===== src/rtl/uart_rx.sv =====
// 8N1 UART receiver: recovers bytes from the asynchronous rx line using an
// OVERSAMPLE-times baud tick, sampling each bit at its midpoint.
module uart_rx #(
    parameter int OVERSAMPLE = 16
) (
    input  logic       clk,
    input  logic       rst,
    input  logic       baud_tick,
    input  logic       rx,
    output logic [7:0] rx_data,
    output logic       rx_done,
    output logic       frame_err,
    output logic       rx_busy
);

    localparam int TW = $clog2(OVERSAMPLE);
    localparam logic [TW-1:0] HALF_LAST = TW'(OVERSAMPLE / 2 - 1);
    localparam logic [TW-1:0] FULL_LAST = TW'(OVERSAMPLE - 1);

    typedef enum logic [1:0] {
        S_IDLE,
        S_START,
        S_DATA,
        S_STOP
    } state_t;

    state_t        r_state;
    logic          r_sync1;
    logic          r_rx_s;
    logic          r_rx_prev;
    logic [TW-1:0] r_tick_cnt;
    logic [2:0]    r_bit_cnt;
    logic [7:0]    r_shift;
    logic [7:0]    r_rx_data;
    logic          r_rx_done;
    logic          r_frame_err;
    logic          r_rx_busy;

    state_t        w_state_nxt;
    logic [TW-1:0] w_tick_nxt;
    logic [2:0]    w_bit_nxt;
    logic [7:0]    w_shift_nxt;
    logic [7:0]    w_data_nxt;
    logic          w_done_nxt;
    logic          w_ferr_nxt;
    logic          w_fall;

    assign w_fall    = r_rx_prev & ~r_rx_s;
    assign rx_data   = r_rx_data;
    assign rx_done   = r_rx_done;
    assign frame_err = r_frame_err;
    assign rx_busy   = r_rx_busy;

    // NOTE: every signal gets a default before the case so no path leaves one unassigned (no latch).
    always_comb begin
        w_state_nxt = r_state;
        w_tick_nxt  = r_tick_cnt;
        w_bit_nxt   = r_bit_cnt;
        w_shift_nxt = r_shift;
        w_data_nxt  = r_rx_data;
        w_done_nxt  = 1'b0;
        w_ferr_nxt  = 1'b0;

        case (r_state)
            S_IDLE: begin
                w_tick_nxt = '0;
                w_bit_nxt  = '0;
                if (w_fall) begin
                    w_state_nxt = S_START;
                end
            end
            S_START: begin
                if (baud_tick) begin
                    if (r_tick_cnt == HALF_LAST) begin
                        w_tick_nxt  = '0;
                        w_state_nxt = r_rx_s ? S_IDLE : S_DATA;
                    end else begin
                        w_tick_nxt = r_tick_cnt + 1'b1;
                    end
                end
            end
            S_DATA: begin
                if (baud_tick) begin
                    if (r_tick_cnt == FULL_LAST) begin
                        w_tick_nxt  = '0;
                        w_shift_nxt = {r_rx_s, r_shift[7:1]};
                        w_bit_nxt   = r_bit_cnt + 3'd1;
                        if (r_bit_cnt == 3'd7) begin
                            w_state_nxt = S_STOP;
                        end
                    end else begin
                        w_tick_nxt = r_tick_cnt + 1'b1;
                    end
                end
            end
            S_STOP: begin
                if (baud_tick) begin
                    if (r_tick_cnt == FULL_LAST) begin
                        w_tick_nxt  = '0;
                        w_state_nxt = S_IDLE;
                        if (r_rx_s) begin
                            w_data_nxt = r_shift;
                            w_done_nxt = 1'b1;
                        end else begin
                            w_ferr_nxt  = 1'b1;
                            w_shift_nxt = '0;
                        end
                    end else begin
                        w_tick_nxt = r_tick_cnt + 1'b1;
                    end
                end
            end
            default: w_state_nxt = S_IDLE;
        endcase
    end

    // NOTE: sequential state uses non-blocking assignments so all flops update from pre-edge values.
    always_ff @(posedge clk) begin
        if (rst) begin
            r_state     <= S_IDLE;
            r_sync1     <= 1'b1;
            r_rx_s      <= 1'b1;
            r_rx_prev   <= 1'b1;
            r_tick_cnt  <= '0;
            r_bit_cnt   <= '0;
            r_shift     <= '0;
            r_rx_data   <= '0;
            r_rx_done   <= 1'b0;
            r_frame_err <= 1'b0;
            r_rx_busy   <= 1'b0;
        end else begin
            r_sync1     <= rx;
            r_rx_s      <= r_sync1;
            r_rx_prev   <= r_rx_s;
            r_state     <= w_state_nxt;
            r_tick_cnt  <= w_tick_nxt;
            r_bit_cnt   <= w_bit_nxt;
            r_shift     <= w_shift_nxt;
            r_rx_data   <= w_data_nxt;
            r_rx_done   <= w_done_nxt;
            r_frame_err <= w_ferr_nxt;
            // Registered from the next state so busy lines up with the state it reports.
            r_rx_busy   <= (w_state_nxt != S_IDLE);
        end
    end

endmodule


===== config.mk =====
export PLATFORM = sky130hd
export DESIGN_NAME = uart_rx
export DESIGN_NICKNAME = d
export VERILOG_FILES = /design/src/rtl/uart_rx.sv
export SDC_FILE = /design/constraint.sdc
export NUM_CORES = 1
export LEC_CHECK = 0
export ABC_AREA = 1
export BUFFER_PORTS_ARGS = -buffer_cell sky130_fd_sc_hd__buf_2
export CORE_ASPECT_RATIO = 0.7
export CORE_UTILIZATION = 30
export CTS_BUF_LIST = sky130_fd_sc_hd__clkbuf_4
export DETAILED_ROUTE_END_ITERATION = 10
export GPL_TIMING_DRIVEN = 0
export PLACE_DENSITY = 0.57
export SYNTH_ARGS = -nofsm -noshare
export SYNTH_HDL_FRONTEND = slang
export SYNTH_SLANG_ARGS = --single-unit

===== constraint.sdc =====
create_clock -name clk -period 1.4 [get_ports clk]
set_input_delay 0.21 -clock clk [delete_from_list [all_inputs] [get_ports clk]]
set_output_delay 0.21 -clock clk [all_outputs]
set_load 0.01 [all_outputs]

# After elaboration in Yosys (flattened, before gate mapping)
# Cells that the tools add are included.
# word_totals
register_bits,31
output_inout_bits,11
elab_cells,67
# classes
n_addsub,2
eq_ne,13
n_mux,26
n_bitwise,5
n_reduce_logical,10
# ops
operator,count
$mux 8,5
$mux 2,9
$mux 4,4
$pmux 8 s2,1
$ne 2x2->1 const B,6
$pmux 4 s3,1
$pmux 2 s4,1
$mux 3,2
$pmux 3 s2,1
$reduce_and 6->1,1
$reduce_bool 2->1,3
$add 4x1->4 const B,1
$eq 2x2->1 const B,2
$eq 4x3->1 const B,1
$eq 4x4->1 const B,1
$not 1->1,4
$reduce_and 4->1,1
$reduce_or 4->1,1
$add 3x1->3 const B,1
$eq 3x3->1 const B,1
$reduce_and 3->1,1
$eq 2x1->1 const B,1
$logic_not 2->1,1
$mux 1,2
4 further kinds,4

# Depth between registers and ports, before layout
# depth
depth_word,6
depth_mapped,8
depth_no_buf,8

# Worst setup path after synthesis
# No wires, ideal clock.
# synth_path
path_kind,register -> register
startpoint,register r_tick_cnt[0]
endpoint,register r_rx_data[0] (netlist: rx_data[0])
arrival_time_ns,1.164
path_slack_ns,0.120
stages_incl_launch_ff,7
period_less_slack_ns,1.280
path_cell_list,dfxtp_1 ha_1 nand3_4 clkinv_1 nand4_4 o21ai_0 nor2_1
# synth_via
elab_chain_len,2
# synth_lines
item,line_no,text
from (decl),31,logic [TW-1:0] r_tick_cnt;
from (signal assigned),136,r_tick_cnt <= w_tick_nxt;
$eq 4x4->1,98,if (r_tick_cnt == FULL_LAST) begin
$reduce_and 4->1 (no line),-,
to (signal assigned),139,r_rx_data <= w_data_nxt;
to (decl),34,logic [7:0] r_rx_data;
# Every way passes these cells.
# A chain may end at the register's enable or synchronous reset.

# Final worst setup path
# layout_path
startpoint,register r_tick_cnt[1]
endpoint,register r_rx_data[4] (netlist: rx_data[4])
# Same word-level chain as after synthesis.

==> results.sh <==
export IMPL_drcViolationCount=0
export IMPL_grt_total_usage_pct=12.7
export IMPL_nFillCells=424
export IMPL_power_total_mw=1.49
export IMPL_ys_warn_count=0
export IMPL_gp_congestion=0.835
export IMPL_critPathBufInv=1
export IMPL_yosys_cell_types_count=25
export IMPL_p_leak_nw=0.604
export IMPL_holdBufCountCts=0
export IMPL_critPathRequiredTime_ps=1620
export IMPL_cts_root_buf="clkbuf_4"
export IMPL_dr_pass1_iters=4
export IMPL_top_level_ports=15
export IMPL_critical_path_class="flop to flop"
export IMPL_syn_area_per_cell_sq_um=7.87
export IMPL_r2r_start="r_tick_cnt[1]"
export IMPL_drive_gt1_share_pct=20.5
export IMPL_ant_nets=0
export IMPL_final_cells=237
export IMPL_fin_crit_sh_pct=92.8
export IMPL_wl_mm=2.49
export IMPL_path_cells="ha_4 -> nand3_4 -> clkinv_1 -> nand4_4 -> o21ai_0 -> nor2_1"
export IMPL_port_buffers=14
export IMPL_vdd_drop_max_mv=0.365
export IMPL_setup_worst_path_end_class="flop"
export IMPL_regToRegEndpoint="rx_data[4]"
export IMPL_syn_instance_count=162
export IMPL_antenna_found_initial=0
export IMPL_syn_nets=169
export IMPL_regArea_sq_um=626
export IMPL_path_delay_family="flip-flops"
export IMPL_critPathSlowestCell="dfxtp_2"
export IMPL_ys_seq_area_share_pct=48.7
export IMPL_slew_viol_final=0
export IMPL_diodes=0
export IMPL_hpwl_mm=1.81
export IMPL_wire_per_inst_um=10.5
export IMPL_clock_sinks=31
export IMPL_drv_cap=0
export IMPL_start_util_pct=31.9
export IMPL_finalSetupViolations=0
export IMPL_tightest_slew_ps=495
export IMPL_outcome="complete, no violations"
export IMPL_final_hold_viol_count=0
export IMPL_ys_seq_elements=31
export IMPL_drtIter0Drc=108
export IMPL_clk_pin_slew_ps=90
export IMPL_rsz0062_at_grt="no"
export IMPL_layout_nets=191
export IMPL_fp_coreArea_sq_mm=0.00399
export IMPL_htree_num_levels=2
export IMPL_gr_total_overflow=0
export IMPL_grt_pass1_vias=889
export IMPL_p_per_area_mw_per_mm2=1000
export IMPL_clk_path_buf_depth=2
export IMPL_cts_buffers_inserted=5
export IMPL_dp_cells=228
export IMPL_relSlewSlack_pct=67.0
export IMPL_min_path_type="input port to flop"
export IMPL_cp_arrival_ps=1520
export IMPL_min_delay_start="rx"
export IMPL_clk_latency_ps=320
export IMPL_max_stage_delay_ps=380
export IMPL_die_y_um=56.5
export IMPL_die_x_um=79.9
export IMPL_max_freq_ghz=0.770
export IMPL_hold_path_endpoint="r_sync1"
export IMPL_dieArea_sq_mm=0.00452
export IMPL_ff2ff_path_depth=6
export IMPL_multiInputGateArea_sq_um=589
export IMPL_cp_start_kind="flop"
export IMPL_worstPathMaxFanout=10
export IMPL_routed_via_density=4.49
export IMPL_via_count=1063
export IMPL_area_growth_pct=16.7
export IMPL_reg2reg_slack_ps=100
export IMPL_grt_max_degree=11
export IMPL_rows=19
export IMPL_whs_path_depth=2
export IMPL_cts_tree="built"
export IMPL_period_minus_slack_ps=1300
export IMPL_syn_area_sq_mm=0.00127
export IMPL_fin_skew_ps=6.73
export IMPL_grt_first_pass_wirelength_mm=4.22
-- logic make-up (layout without fill, tap and decap cells) --
family	Yosys count	after routing	share of synthesized area, %
AND/OR/NAND/NOR	85	85	31.4
flip-flops	31	31	48.7
AO/OA/AOI/OAI	25	25	10.0
buffers and inverters	17	40	6.08
adder cells (fa/ha/maj)	3	3	2.94
multiplexers	1	1	0.883
-- report_power, final --
| part | internal (mW) | switching, mW | total [mW] |
|---|---|---|---|
| Sequential | 0.894 | 0.00873 | 0.902 |
| Clock | 0.205 | 0.289 | 0.494 |
| Combinational | 0.0326 | 0.0619 | 0.0945 |
| Total | 1.13 | 0.360 | 1.49 |
-- through the flow --
stage	TNS [ps]	util, %	cell area (sq um)	setup WS, ps	hold slack, ps
4_1_cts	0	36.9	1480	22.9	50.1
2_1_floorplan	0	-	1270	120	279
3_3_place_gp	-894	35.3	1410	-102	394
5_1_grt	0	37.2	1490	1.94	51.8
3_5_place_dp	-475	35.3	1410	-48.1	394
6_report	0	37.2	1490	101	64.3
-- worst register-to-register path, delay by kind of cell, from the launching register on --
family,cells,cell delay [ps]
compound gates,1,210
fa+ha+maj,1,180
buf+inv,1,110
flops,1,380
simple gates,3,330
-- worst max-delay path by stage --
| stage | start | end | cells past startpoint |
|---|---|---|---|
| after floorplan | r_tick_cnt[0] | rx_data[0] | 6 |
| after global placement | r_tick_cnt[0] | rx_data[3] | 6 |
| after detailed placement | r_tick_cnt[0] | rx_data[4] | 6 |
| after CTS | r_tick_cnt[0] | rx_data[4] | 6 |
| after global routing | r_tick_cnt[1] | r_bit_cnt[1] | 6 |
| final | r_tick_cnt[1] | rx_data[4] | 6 |
-- per-layer routing --
| layer | up-vias | GRT usage [%] | wire length, um |
|---|---|---|---|
| met4 | 0 | 6.12 | 31 |
| met1 | 443 | 18.8 | 1370 |
| met5 | - | 0 | 0 |
| li1 | 581 | - | - |
| met2 | 34 | 15.5 | 895 |
| met3 | 5 | 4.88 | 195 |
-- state kept, by name, summed over array words and instances (netlist names), 2 cells and up --
name / count
r_bit_cnt: 3
r_shift: 8
r_state: 2
r_tick_cnt: 4
rx_data: 8
-- Yosys cell counts, drive strengths merged --
library cell   n  area share, %
inv           10            2.9
nand2         33            9.9
nand3         17            7.7
ha             3            2.9
a21boi         1           0.59
nand4          5            3.6
mux2           1           0.88
or2            2           0.98
clkinv         2           0.98
buf            4            1.9
dfxtp         31             49
a21oi         14            5.5
o21ai         10            3.9
nor2          26            8.4
nor3           2           0.79
clkbuf         1           0.29
-- cells in the final DEF, fill, tap and decap left out --
cell type  synthesis  layout
a21boi_0           1       1
a21oi_1           14      14
buf_1              1       1
buf_2              1      15
buf_4              2       3
clkbuf_1           1       1
clkbuf_4           0       6
clkinv_1           1       3
clkinv_4           1       1
dfxtp_1           31      29
dfxtp_2            0       1
dfxtp_4            0       1
ha_1               3       2
ha_4               0       1
inv_1              8       8
inv_2              2       2
mux2_2             1       1
nand2_1           32      32
nand2_2            1       1
nand3_1           16      16
nand3_4            1       1
nand4_1            4       4
nand4_4            1       1
nor2_1            24      24
nor2_2             1       1
nor2_4             1       1
nor3_1             2       2
o21ai_0           10       8
o21ai_1            0       2
or2_2              2       2
-- timing repair --
| item | CTS | global route |
|---|---|---|
| endpoints found under the hold margin | 0 | 0 |
| setup buffers | 0 | 1 |
| resized for setup | 2 | 5 |
| pin swaps | 0 | 2 |
| setup endpoints to repair | 20 | 20 |
-- area by class of cell --
class                           instances  area share, %
Buffer                                  5           1.85
Multi-Input combinational cell        114           39.6
Clock buffer                            6           3.03
Tap cell                               52           4.37
Inverter                               12           3.36
Clock inverter                          2          0.505
Timing Repair Buffer                   15           5.21
Sequential cell                        31           42.1
No activity file was read; power rests on OpenSTA's default activity.
